File: config.mk
export PLATFORM = sky130hd
export DESIGN_NAME = fpu_sp_sequencer_flat
export DESIGN_NICKNAME = d
export VERILOG_FILES = /design/src/rtl/fpu_sp_pkg.sv /design/src/rtl/fpu_sp_sequencer_if.sv /design/src/rtl/fpu_sp_op_fifo.sv /design/src/rtl/fpu_sp_sequencer.sv /design/src/flat_wrapper.sv
export SDC_FILE = /design/constraint.sdc
export NUM_CORES = 1
export LEC_CHECK = 0
export ABC_AREA = 1
export CAP_MARGIN = 40
export CORE_MARGIN = 5
export CORE_UTILIZATION = 58
export DETAILED_ROUTE_END_ITERATION = 6
export PLACE_DENSITY = 0.84
export SLEW_MARGIN = 20
export SYNTH_ARGS = -nofsm -noshare
export SYNTH_HDL_FRONTEND = slang
export SYNTH_SLANG_ARGS = --single-unit
File: constraint.sdc
create_clock -name clk -period 11.8 [get_ports clk]
set_input_delay 3.54 -clock clk [delete_from_list [all_inputs] [get_ports clk]]
set_output_delay 3.54 -clock clk [all_outputs]
set_load 0.005 [all_outputs]
File: src/rtl/fpu_sp_pkg.sv
// Shared definitions for the single-precision FPU issue sequencer:
// opcode encodings, sequencer state encoding and IEEE-754 special values.
package fpu_sp_pkg;

    localparam logic [1:0] OP_ADD = 2'b00;
    localparam logic [1:0] OP_SUB = 2'b01;
    localparam logic [1:0] OP_MUL = 2'b10;
    localparam logic [1:0] OP_DIV = 2'b11;

    typedef enum logic [1:0] {
        IDLE = 2'd0,
        WAIT = 2'd1,
        RESP = 2'd2
    } seq_state_t;

    localparam logic [31:0] SP_POS_ZERO = 32'h0000_0000;
    localparam logic [31:0] SP_NEG_ZERO = 32'h8000_0000;
    localparam logic [31:0] SP_POS_INF  = 32'h7F80_0000;
    localparam logic [31:0] SP_NEG_INF  = 32'hFF80_0000;
    localparam logic [31:0] SP_QNAN     = 32'h7FC0_0000;

    // NaN: exponent all ones with a non-zero mantissa (infinity is not NaN).
    function automatic logic is_nan_sp(input logic [31:0] v);
        return (v[30:23] == 8'hFF) && (v[22:0] != 23'd0);
    endfunction

endpackage

File: src/rtl/fpu_sp_sequencer_if.sv
// Request and response channels of the FPU sequencer. The master side
// produces requests and consumes responses; the sequencer is the slave.
interface fpu_sp_sequencer_if #(
    parameter int WIDTH = 32,
    parameter int TAG_W = 4
);
    logic             in_valid;
    logic             in_ready;
    logic [WIDTH-1:0] in_a;
    logic [WIDTH-1:0] in_b;
    logic [1:0]       in_op;
    logic [TAG_W-1:0] in_tag;

    logic             out_valid;
    logic             out_ready;
    logic [WIDTH-1:0] out_result;
    logic             out_ovf;
    logic             out_unf;
    logic             out_nan;
    logic [TAG_W-1:0] out_tag;

    modport master (
        output in_valid, in_a, in_b, in_op, in_tag, out_ready,
        input  in_ready, out_valid, out_result, out_ovf, out_unf, out_nan, out_tag
    );

    modport slave (
        input  in_valid, in_a, in_b, in_op, in_tag, out_ready,
        output in_ready, out_valid, out_result, out_ovf, out_unf, out_nan, out_tag
    );
endinterface

File: src/rtl/fpu_sp_op_fifo.sv
// Synchronous request FIFO. Callers only push when not full and only pop
// when not empty; there is no write-through path, so a pushed entry is
// visible at the head no earlier than the following edge.
module fpu_sp_op_fifo #(
    parameter int DW    = 8,
    parameter int DEPTH = 4
) (
    input  logic                     clk,
    input  logic                     rst_n,
    input  logic                     push,
    input  logic [DW-1:0]            din,
    input  logic                     pop,
    output logic [DW-1:0]            dout,
    output logic                     full,
    output logic                     empty,
    output logic [$clog2(DEPTH):0]   count
);
    localparam int AW = $clog2(DEPTH);
    localparam logic [AW:0] FULL_CNT = (AW+1)'(DEPTH);

    logic [DW-1:0] mem [DEPTH];
    logic [AW-1:0] wr_ptr;
    logic [AW-1:0] rd_ptr;

    // Storage array; contents need no reset since count gates visibility.
    always_ff @(posedge clk) begin
        if (push) begin
            mem[wr_ptr] <= din;
        end
    end

    // Pointers wrap naturally because DEPTH is a power of two.
    always_ff @(posedge clk) begin
        if (!rst_n) begin
            wr_ptr <= '0;
            rd_ptr <= '0;
            count  <= '0;
        end else begin
            if (push) begin
                wr_ptr <= wr_ptr + 1'b1;
            end
            if (pop) begin
                rd_ptr <= rd_ptr + 1'b1;
            end
            unique case ({push, pop})
                2'b10:   count <= count + 1'b1;
                2'b01:   count <= count - 1'b1;
                default: count <= count;
            endcase
        end
    end

    assign dout  = mem[rd_ptr];
    assign full  = (count == FULL_CNT);
    assign empty = (count == '0);

endmodule

File: src/rtl/fpu_sp_sequencer.sv
// Issue stage in front of the single-precision FPU. Requests are queued,
// issued one at a time with operands held for LAT edges, and the captured
// result is returned in request order.
//
// state | meaning
// IDLE  | nothing in flight; issue the FIFO head when one is present
// WAIT  | operands held on fpu_*; counting up to LAT before capture
// RESP  | response presented on out_*; held until the consumer accepts
module fpu_sp_sequencer
    import fpu_sp_pkg::*;
#(
    parameter int WIDTH = 32,
    parameter int DEPTH = 4,
    parameter int LAT   = 1,
    parameter int TAG_W = 4
) (
    input  logic             clk,
    input  logic             rst_n,
    fpu_sp_sequencer_if.slave bus,
    output logic [WIDTH-1:0] fpu_a,
    output logic [WIDTH-1:0] fpu_b,
    output logic [1:0]       fpu_op,
    input  logic [WIDTH-1:0] fpu_result,
    input  logic             fpu_ovf,
    input  logic             fpu_unf,
    output logic             busy
);
    localparam int DW = 2*WIDTH + 2 + TAG_W;
    localparam int CW = $clog2(LAT + 1);
    localparam logic [CW-1:0] LAT_CNT = CW'(LAT);

    seq_state_t state_q, state_d;
    logic [CW-1:0] cnt_q, cnt_d;

    logic                    fifo_push;
    logic                    fifo_pop;
    logic [DW-1:0]           fifo_din;
    logic [DW-1:0]           fifo_dout;
    logic                    fifo_full;
    logic                    fifo_empty;
    logic [$clog2(DEPTH):0]  fifo_count;
    logic                    capture;

    logic [TAG_W-1:0] tag_q;
    logic [WIDTH-1:0] out_result_q;
    logic             out_ovf_q;
    logic             out_unf_q;
    logic             out_nan_q;
    logic [TAG_W-1:0] out_tag_q;

    // Backpressure depends only on fullness; a pop in the same cycle does
    // not free a slot early.
    assign bus.in_ready = rst_n & ~fifo_full;
    assign fifo_push    = bus.in_valid & bus.in_ready;
    assign fifo_din     = {bus.in_tag, bus.in_op, bus.in_b, bus.in_a};

    fpu_sp_op_fifo #(
        .DW    (DW),
        .DEPTH (DEPTH)
    ) u_fifo (
        .clk   (clk),
        .rst_n (rst_n),
        .push  (fifo_push),
        .din   (fifo_din),
        .pop   (fifo_pop),
        .dout  (fifo_dout),
        .full  (fifo_full),
        .empty (fifo_empty),
        .count (fifo_count)
    );

    // State and latency counter registers.
    always_ff @(posedge clk) begin
        if (!rst_n) begin
            state_q <= IDLE;
            cnt_q   <= '0;
        end else begin
            state_q <= state_d;
            cnt_q   <= cnt_d;
        end
    end

    // Next-state logic; RESP can issue the next entry on the handshake edge.
    always_comb begin
        state_d  = state_q;
        cnt_d    = cnt_q;
        fifo_pop = 1'b0;
        capture  = 1'b0;
        unique case (state_q)
            IDLE: begin
                if (!fifo_empty) begin
                    fifo_pop = 1'b1;
                    cnt_d    = '0;
                    state_d  = WAIT;
                end
            end
            WAIT: begin
                if (cnt_q == LAT_CNT) begin
                    capture = 1'b1;
                    state_d = RESP;
                end else begin
                    cnt_d = cnt_q + 1'b1;
                end
            end
            RESP: begin
                if (bus.out_ready) begin
                    if (!fifo_empty) begin
                        fifo_pop = 1'b1;
                        cnt_d    = '0;
                        state_d  = WAIT;
                    end else begin
                        state_d = IDLE;
                    end
                end
            end
            default: state_d = IDLE;
        endcase
    end

    // Operand launch on pop and result capture at the end of the window.
    always_ff @(posedge clk) begin
        if (!rst_n) begin
            fpu_a        <= SP_POS_ZERO;
            fpu_b        <= SP_POS_ZERO;
            fpu_op       <= OP_ADD;
            tag_q        <= '0;
            out_result_q <= '0;
            out_ovf_q    <= 1'b0;
            out_unf_q    <= 1'b0;
            out_nan_q    <= 1'b0;
            out_tag_q    <= '0;
        end else begin
            if (fifo_pop) begin
                {tag_q, fpu_op, fpu_b, fpu_a} <= fifo_dout;
            end
            if (capture) begin
                out_result_q <= fpu_result;
                out_ovf_q    <= fpu_ovf;
                out_unf_q    <= fpu_unf;
                out_nan_q    <= is_nan_sp(fpu_result);
                out_tag_q    <= tag_q;
            end
        end
    end

    assign bus.out_valid  = (state_q == RESP);
    assign bus.out_result = out_result_q;
    assign bus.out_ovf    = out_ovf_q;
    assign bus.out_unf    = out_unf_q;
    assign bus.out_nan    = out_nan_q;
    assign bus.out_tag    = out_tag_q;

    assign busy = (fifo_count != '0) || (state_q != IDLE);

endmodule

File: src/flat_wrapper.sv
// flat-port wrapper written by rule: the top's interface ports become plain ports
module fpu_sp_sequencer_flat import fpu_sp_pkg::*;
#(
    parameter int WIDTH = 32,
    parameter int DEPTH = 4,
    parameter int LAT   = 1,
    parameter int TAG_W = 4
)
  (clk, rst_n, fpu_a, fpu_b, fpu_op, fpu_result, fpu_ovf, fpu_unf, busy, bus_in_valid, bus_in_a, bus_in_b, bus_in_op, bus_in_tag, bus_out_ready, bus_in_ready, bus_out_valid, bus_out_result, bus_out_ovf, bus_out_unf, bus_out_nan, bus_out_tag);
  fpu_sp_sequencer_if #(.WIDTH(WIDTH), .TAG_W(TAG_W)) bus_i ();
  input  logic clk;
  input  logic rst_n;
  output logic [WIDTH-1:0] fpu_a;
  output logic [WIDTH-1:0] fpu_b;
  output logic [1:0] fpu_op;
  input  logic [WIDTH-1:0] fpu_result;
  input  logic fpu_ovf;
  input  logic fpu_unf;
  output logic busy;
  input wire logic [$bits(bus_i.in_valid)-1:0] bus_in_valid;
  input wire logic [$bits(bus_i.in_a)-1:0] bus_in_a;
  input wire logic [$bits(bus_i.in_b)-1:0] bus_in_b;
  input wire logic [$bits(bus_i.in_op)-1:0] bus_in_op;
  input wire logic [$bits(bus_i.in_tag)-1:0] bus_in_tag;
  input wire logic [$bits(bus_i.out_ready)-1:0] bus_out_ready;
  output wire logic [$bits(bus_i.in_ready)-1:0] bus_in_ready;
  output wire logic [$bits(bus_i.out_valid)-1:0] bus_out_valid;
  output wire logic [$bits(bus_i.out_result)-1:0] bus_out_result;
  output wire logic [$bits(bus_i.out_ovf)-1:0] bus_out_ovf;
  output wire logic [$bits(bus_i.out_unf)-1:0] bus_out_unf;
  output wire logic [$bits(bus_i.out_nan)-1:0] bus_out_nan;
  output wire logic [$bits(bus_i.out_tag)-1:0] bus_out_tag;
  assign bus_i.in_valid = bus_in_valid;
  assign bus_i.in_a = bus_in_a;
  assign bus_i.in_b = bus_in_b;
  assign bus_i.in_op = bus_in_op;
  assign bus_i.in_tag = bus_in_tag;
  assign bus_i.out_ready = bus_out_ready;
  assign bus_in_ready = bus_i.in_ready;
  assign bus_out_valid = bus_i.out_valid;
  assign bus_out_result = bus_i.out_result;
  assign bus_out_ovf = bus_i.out_ovf;
  assign bus_out_unf = bus_i.out_unf;
  assign bus_out_nan = bus_i.out_nan;
  assign bus_out_tag = bus_i.out_tag;
  fpu_sp_sequencer #(.WIDTH(WIDTH), .DEPTH(DEPTH), .LAT(LAT), .TAG_W(TAG_W)) u_core (.clk(clk), .rst_n(rst_n), .bus(bus_i), .fpu_a(fpu_a), .fpu_b(fpu_b), .fpu_op(fpu_op), .fpu_result(fpu_result), .fpu_ovf(fpu_ovf), .fpu_unf(fpu_unf), .busy(busy));
endmodule
==> run_results.csv, run 1 <==
group,metric,value,unit
status,status,"complete, no violations",
sta,skew,0.01241,ns
clocking,post_cts_buffers,0,
critical_path,crit_buf_inv,4,
logic_synthesis,ys.flop_type,"edfxtp_1",
logic_synthesis,netlist.area_leader.share,0.5687,
critical_path,reg2reg_from,"u_core.u_fifo.count[0]",
critical_path,end_kind,"output port",
critical_path,crit_slowest_cell,"clkdlybuf4s50_1",
logic_synthesis,ys_seq_area_frac,0.7299,
clocking,hold_buffers,0,
logic_synthesis,synth_cell_types,25,
clocking,cts_num_sinks,399,
detailed_routing,num_vias,10580,
sta,timing.fmax,120.3,MHz
power_and_ir_drop,irDropWorstVdd,160.2,uV
detailed_routing,drt_iter0_drc,1022,
detailed_routing,drt_first_pass_iters,7,
critical_path,critPathMaxStageDelay,0.54,ns
logic_synthesis,synth_commonest_cells,"nor2_1, edfxtp_1, o21ai_0, dfxtp_1, o22ai_1",
clocking,clk_latency,0.51,ns
logic_synthesis,synth-async-reset-ratio,0,
layout,nets,1559,
detailed_routing,antenna_left,0,
sta,period_share,0.7046,
grt,grt-busiest-layer,"met2",
grt,grtUsageMet2,0.4122,
clocking,cts-resized-gates,0,
clocking,cts_buffers,39,
logic_synthesis,syn_area,14780,sq um
grt,grt_use_met3,0.04892,
critical_path,crit_fanout,43,
logic_synthesis,ys_ff_latch,399,
critical_path,crit_cells,5,
power_and_ir_drop,cellPowerDensity,218.6,nW/um^2
layout,fillCellCount,1608,
sta,slew_viol_final,0,
logic_synthesis,yosysWarnings,0,
sta,finalSetupTns,0,ns
layout,area_growth,23.95,%
power_and_ir_drop,power.total,4.006,mW
critical_path,reg2reg_setup_slack,8.84,ns
placement,dp_hpwl,19980,um
placement,portBuffers,215,
sta,holdWs,0.4586,ns
floorplan,coreArea,25110,sq um
detailed_routing,routed_wl,35430,um
power_and_ir_drop,leakage,6.209,nW
placement,globalplace.congestion,0.8581,
detailed_routing,viasPerCell,5.863,
sta,tightest_slew,0.8424,ns
worst_hold_path,holdPathEnd,"u_core.bus.out_tag[2]",
floorplan,fp.dieH,169.7,um
grt,grt_pass1_vias,10590,
clocking,h-tree-depth,2,
sta,fin_crit,8.314,ns
logic_synthesis,yosysMostFrequentCell,"nor2_1",
detailed_routing,drc_errors,0,
critical_path,path_cells,"buf_2 > clkinv_1 > buf_4 > a31oi_1 > clkdlybuf4s50_1",
layout,ff_latch_area,10800,sq um
layout,drive_gt1_frac,0.05703,
grt,grt_max_degree,79,
sta,slew_headroom,0.4384,
clocking,clockRootBuffer,"clkbuf_16",
grt,grt_use_total,0.2394,
grt,grt_pass1_wl,54930,um
critical_path,setup.worst_path.class,"input port to output port",
clocking,cts_tree,"built",
worst_hold_path,min_from,"u_core.bus.out_tag[2]",
critical_path,reg2reg_to,"u_core.u_fifo.mem[1][25]",
worst_hold_path,min_path_type,"flop to flop",
logic_synthesis,syn_avg_cell_area,11.76,sq um
sta,final_hold_viol_count,0,
grt,grt_remaining_overflow,0,
floorplan,rows,58,
logic_synthesis,synthCells,1257,
floorplan,die_w,169.7,um
floorplan,start_util,0.5888,
logic_synthesis,yosysTopAreaCell,"edfxtp_1",
floorplan,ios,216,
clocking,clockBufferDepth,3,
critical_path,critPathLaunchType,"input port",
grt,antenna_found_initial,3,
sta,setup_viol,0,
critical_path,worstPathArrival,4.77,ns
layout,multi_input_area,3498,sq um
sta,rsz0062_at_grt,"no",
floorplan,dieArea,28780,sq um
detailed_routing,detail_route.wl_per_cell,19.64,um
logic_synthesis,syn_nets,1371,
logic_synthesis,synth-edff-count,280,
critical_path,crit_family,"buffers and inverters",
clocking,clk_pin_slew,0.06,ns
critical_path,reg2reg_depth,5,
logic_synthesis,yosys-top-cells-area,"edfxtp_1, dfxtp_1, nor2_1",
grt,met1_usage,0.2935,
critical_path,crit_required,8.26,ns
worst_hold_path,hold_depth,2,
flow_run,max_cap_viol_count,0,
[registers in the layout, summed over array words and instances, names as in the netlist]
| register | cells |
|---|---|
| u_core.bus.out_nan | 1 |
| u_core.bus.out_ovf | 1 |
| u_core.bus.out_result | 32 |
| u_core.bus.out_tag | 4 |
| u_core.bus.out_unf | 1 |
| u_core.cnt_q | 1 |
| u_core.fpu_a | 32 |
| u_core.fpu_b | 32 |
| u_core.fpu_op | 2 |
| u_core.state_q | 2 |
| u_core.tag_q | 4 |
| u_core.u_fifo.count | 3 |
| u_core.u_fifo.mem | 280 |
| u_core.u_fifo.rd_ptr | 2 |
| u_core.u_fifo.wr_ptr | 2 |
[worst reg2reg max path: stages, from the launching register on]
cell and delay [ns]:
dfxtp_1 0.36, inv_1 0.12, nand3_1 0.10, nand3_1 0.40
nor2_4 0.83, buf_4 0.74
[placed cells by master, fill, tap and decap left out, types with 2 or more instances in the layout]
master / count
a21oi_1: 49
buf_12: 2
buf_4: 14
bufinv_16: 2
clkbuf_1: 7
clkbuf_16: 40
clkbuf_8: 6
clkdlybuf4s50_1: 214
clkinv_1: 9
clkinv_2: 3
dfxtp_1: 117
edfxtp_1: 280
ha_1: 5
inv_1: 18
inv_2: 2
nand2_1: 56
nand3_1: 42
nor2_1: 302
nor2_4: 4
o21ai_0: 185
o21ai_1: 33
o22ai_1: 70
[how the worst max path moves through the flow]
stage,start,endpoint
finish,rst_n,bus_in_ready
global route,rst_n,bus_in_ready
floorplan,rst_n,bus_in_ready
CTS,rst_n,bus_in_ready
global placement,rst_n,bus_in_ready
detailed placement,rst_n,bus_in_ready
[cell type report]
class | count | area share
multi-input combinational | 752 | 0.1909
inverter | 22 | 0.004643
clock buffer | 54 | 0.06097
tap | 330 | 0.02253
antenna | 1 | 0.0001366
timing repair buffer | 231 | 0.1251
clock inverter | 15 | 0.006623
sequential | 399 | 0.5891
[report_power, final]
group	leakage [nW]	switching (mW)	internal [mW]	total (mW)
sequential	3.52	0.0928	1.65	1.74
clock	0.606	0.487	0.704	1.19
combinational	2.08	0.660	0.413	1.07
[stage by stage]
stage,instance area [sq um],worst slack [ns],instances,util
4_1_cts,18320,3.477,1803,0.7297
5_1_grt,18330,3.387,1804,0.7298
3_5_place_dp,17080,3.475,1734,0.6804
2_1_floorplan,14780,4.258,1257,-
3_3_place_gp,17040,3.504,1732,0.6788
6_report,18330,3.486,1804,0.7298
[logic make-up after synthesis]
group / synth area share
simple gates: 0.1077
flops: 0.7299
buf+inv: 0.03588
fa+ha+maj: 0.005586
compound gates: 0.1210
[routing by layer]
| layer | vias to the layer above | part of all wire |
|---|---|---|
| li1 | 4854 | - |
| met5 | - | 0.00071 |
| met1 | 5089 | 0.38 |
| met2 | 532 | 0.49 |
| met3 | 98 | 0.087 |
| met4 | 4 | 0.036 |
Power figures use the tool's default switching activity.
==> inputs of run 2 (changes only) <==
CORE_UTILIZATION = 54   (was 58)
PLACE_DENSITY = 0.79   (was 0.84)
clock period = 7.85 ns   (was 11.8 ns; I/O delays follow)
==> run 2 against run 1 <==
Combinational power is 52% higher. Utilization shrank 4.5 points. Count of clock-buffer cells in the layout decreased by 4. Power rose by 51%. Clock skew about the same. Clock power up 54%. Register-to-register slack lost 3.6 ns. Critical path depth unchanged. Worst setup slack worse by 1.5 ns. Final cell count rose by 0.94%. Final area increased by 0.76%. Sequential power rose by 50%.
==> run_results.csv, run 2 (synthesis gave the netlist of run 1 again) <==
group,metric,value,unit
detailed_routing,drt_iter0_drc,973,
layout,final_cell_mix,"nor2_1, edfxtp_1, clkdlybuf4s50_1",
clocking,cts-resized-gates,0,
sta,timing.fmax,169.2,MHz
layout,fillCellCount,1876,
detailed_routing,dr_wl_met3,3047,um
sta,rsz0062_at_grt,"no",
detailed_routing,detail_route.wl_per_cell,18.98,um
grt,grt_use_total,0.2193,
critical_path,worstPathArrival,3.55,ns
critical_path,reg2reg_from,"u_core.u_fifo.count[0]",
clocking,cts_num_sinks,399,
sta,skew,0.01254,ns
grt,grt_max_degree,79,
critical_path,crit_required,5.50,ns
worst_hold_path,min_path_type,"flop to flop",
sta,fin_crit,5.909,ns
layout,diodes,0,
power_and_ir_drop,irDropWorstVdd,184.3,uV
sta,tightest_slew,0.8125,ns
worst_hold_path,min_from,"u_core.bus.out_result[18]",
detailed_routing,met1Wirelength,14010,um
sta,slew_viol_final,0,
layout,top_register,"u_core.u_fifo.mem",
sta,setup_viol,0,
floorplan,rows,60,
detailed_routing,viasPerCell,5.634,
layout,area_growth,24.90,%
placement,globalplace.congestion,0.8185,
detailed_routing,highest_layer,"met5",
floorplan,start_util,0.5486,
grt,antenna_found_initial,5,
critical_path,crit_slowest_cell,"clkdlybuf4s50_1",
grt,grt_remaining_overflow,0,
sta,finalSetupTns,0,ns
status,status,"complete, no violations",
power_and_ir_drop,leakage,6.269,nW
grt,grt_pass1_wl,54170,um
floorplan,ios,216,
layout,multi_input_area,3498,sq um
detailed_routing,num_vias,10260,
clocking,clockRootBuffer,"clkbuf_16",
layout,final_common_cell,"nor2_1",
layout,post-route-cell-area,18470,sq um
layout,ff_latch_area,10800,sq um
critical_path,crit_start,"rst_n",
clocking,clk_pin_slew,0.06,ns
layout,nets,1564,
critical_path,critPathLaunchType,"input port",
detailed_routing,met2_length,16890,um
floorplan,fp.dieH,175.5,um
clocking,post_cts_buffers,0,
clocking,clk_latency,0.51,ns
critical_path,critPathMaxStageDelay,0.54,ns
clocking,cts_tree,"built",
critical_path,path_cells,"buf_2 > clkinv_1 > buf_4 > a31oi_1 > clkdlybuf4s50_1",
sta,slew_headroom,0.4583,
detailed_routing,drt_first_pass_iters,5,
clocking,hold_buffers,0,
clocking,clockBufferDepth,3,
power_and_ir_drop,cellPowerDensity,328.4,nW/um^2
critical_path,crit_fanout,43,
floorplan,die_w,175.5,um
floorplan,dieArea,30790,sq um
layout,drive_gt1_frac,0.06149,
sta,period_share,0.7527,
clocking,cts_buffers,39,
placement,dp_hpwl,19780,um
detailed_routing,drc_errors,0,
placement,portBuffers,215,
detailed_routing,routed_wl,34570,um
layout,final_util,0.6851,
flow_run,max_cap_viol_count,0,
critical_path,end_kind,"output port",
sta,final_hold_viol_count,0,
floorplan,coreArea,26950,sq um
critical_path,setup.worst_path.class,"input port to output port",
detailed_routing,antenna_left,0,
grt,grt_pass1_vias,10180,
placement,postPlaceCellArea,17200,sq um
layout,largest_reg_flops,280,
clocking,h-tree-depth,2,
## run 2: cell count changes in the layout (fill, tap and decap cells not counted), sizes merged
| cell | change |
|---|---|
| clkinvlp | +1 |
| inv | -1 |
| clkbuf | -4 |
| diode | -1 |
| clkinv | +5 |
| bufinv | +1 |
| buf | +5 |
## run 2: area by class of cell
| type | count | area share |
|---|---|---|
| Timing Repair Buffer | 236 | 0.1294 |
| Sequential cell | 399 | 0.5846 |
| Inverter | 22 | 0.004608 |
| Multi-Input combinational cell | 752 | 0.1895 |
| Tap cell | 341 | 0.02311 |
| Clock inverter | 21 | 0.009690 |
| Clock buffer | 50 | 0.05909 |
## run 2: path summary, 6_finish.rpt
| check | endpoint | slack, ns | depth (start not counted) |
|---|---|---|---|
| worst min register to register | u_core.bus.out_result[18] | 0.46 | 2 |
| worst min-delay path | u_core.bus.out_result[18] | 0.46 | 2 |
| worst max register to register | u_core.u_fifo.mem[0][48] | 5.24 | 5 |
| worst max-delay path | bus_in_ready | 1.94 | 5 |
## run 2: stage by stage
stage | total power, mW | worst slack (ns) | hold WS (ns) | cells
floorplan | 3.604 | 1.661 | 0.4223 | 1257
global placement | 4.185 | 1.978 | 0.4417 | 1745
detailed placement | 4.262 | 1.952 | 0.4559 | 1750
CTS | 6.103 | 1.918 | 0.4657 | 1821
global route | 6.391 | 1.879 | 0.4725 | 1821
finish | 6.065 | 1.941 | 0.4617 | 1821
## run 2: report_power, final
part           internal, mW  switching [mW]
Clock                  1.08           0.745
Combinational         0.637           0.992
Sequential             2.48           0.129
## run 2: metal layers
metal  up-vias  global-route usage
met5         -                   0
met4        10             0.05361
met3        55             0.05446
met2       457              0.3713
met1      4895              0.2883
li1       4843                   -
## run 2: worst max-delay path: cells and delay by family
kind	cells	cell delay, ns
AO/OA/AOI/OAI	1	0.22
buffers and inverters	4	0.98
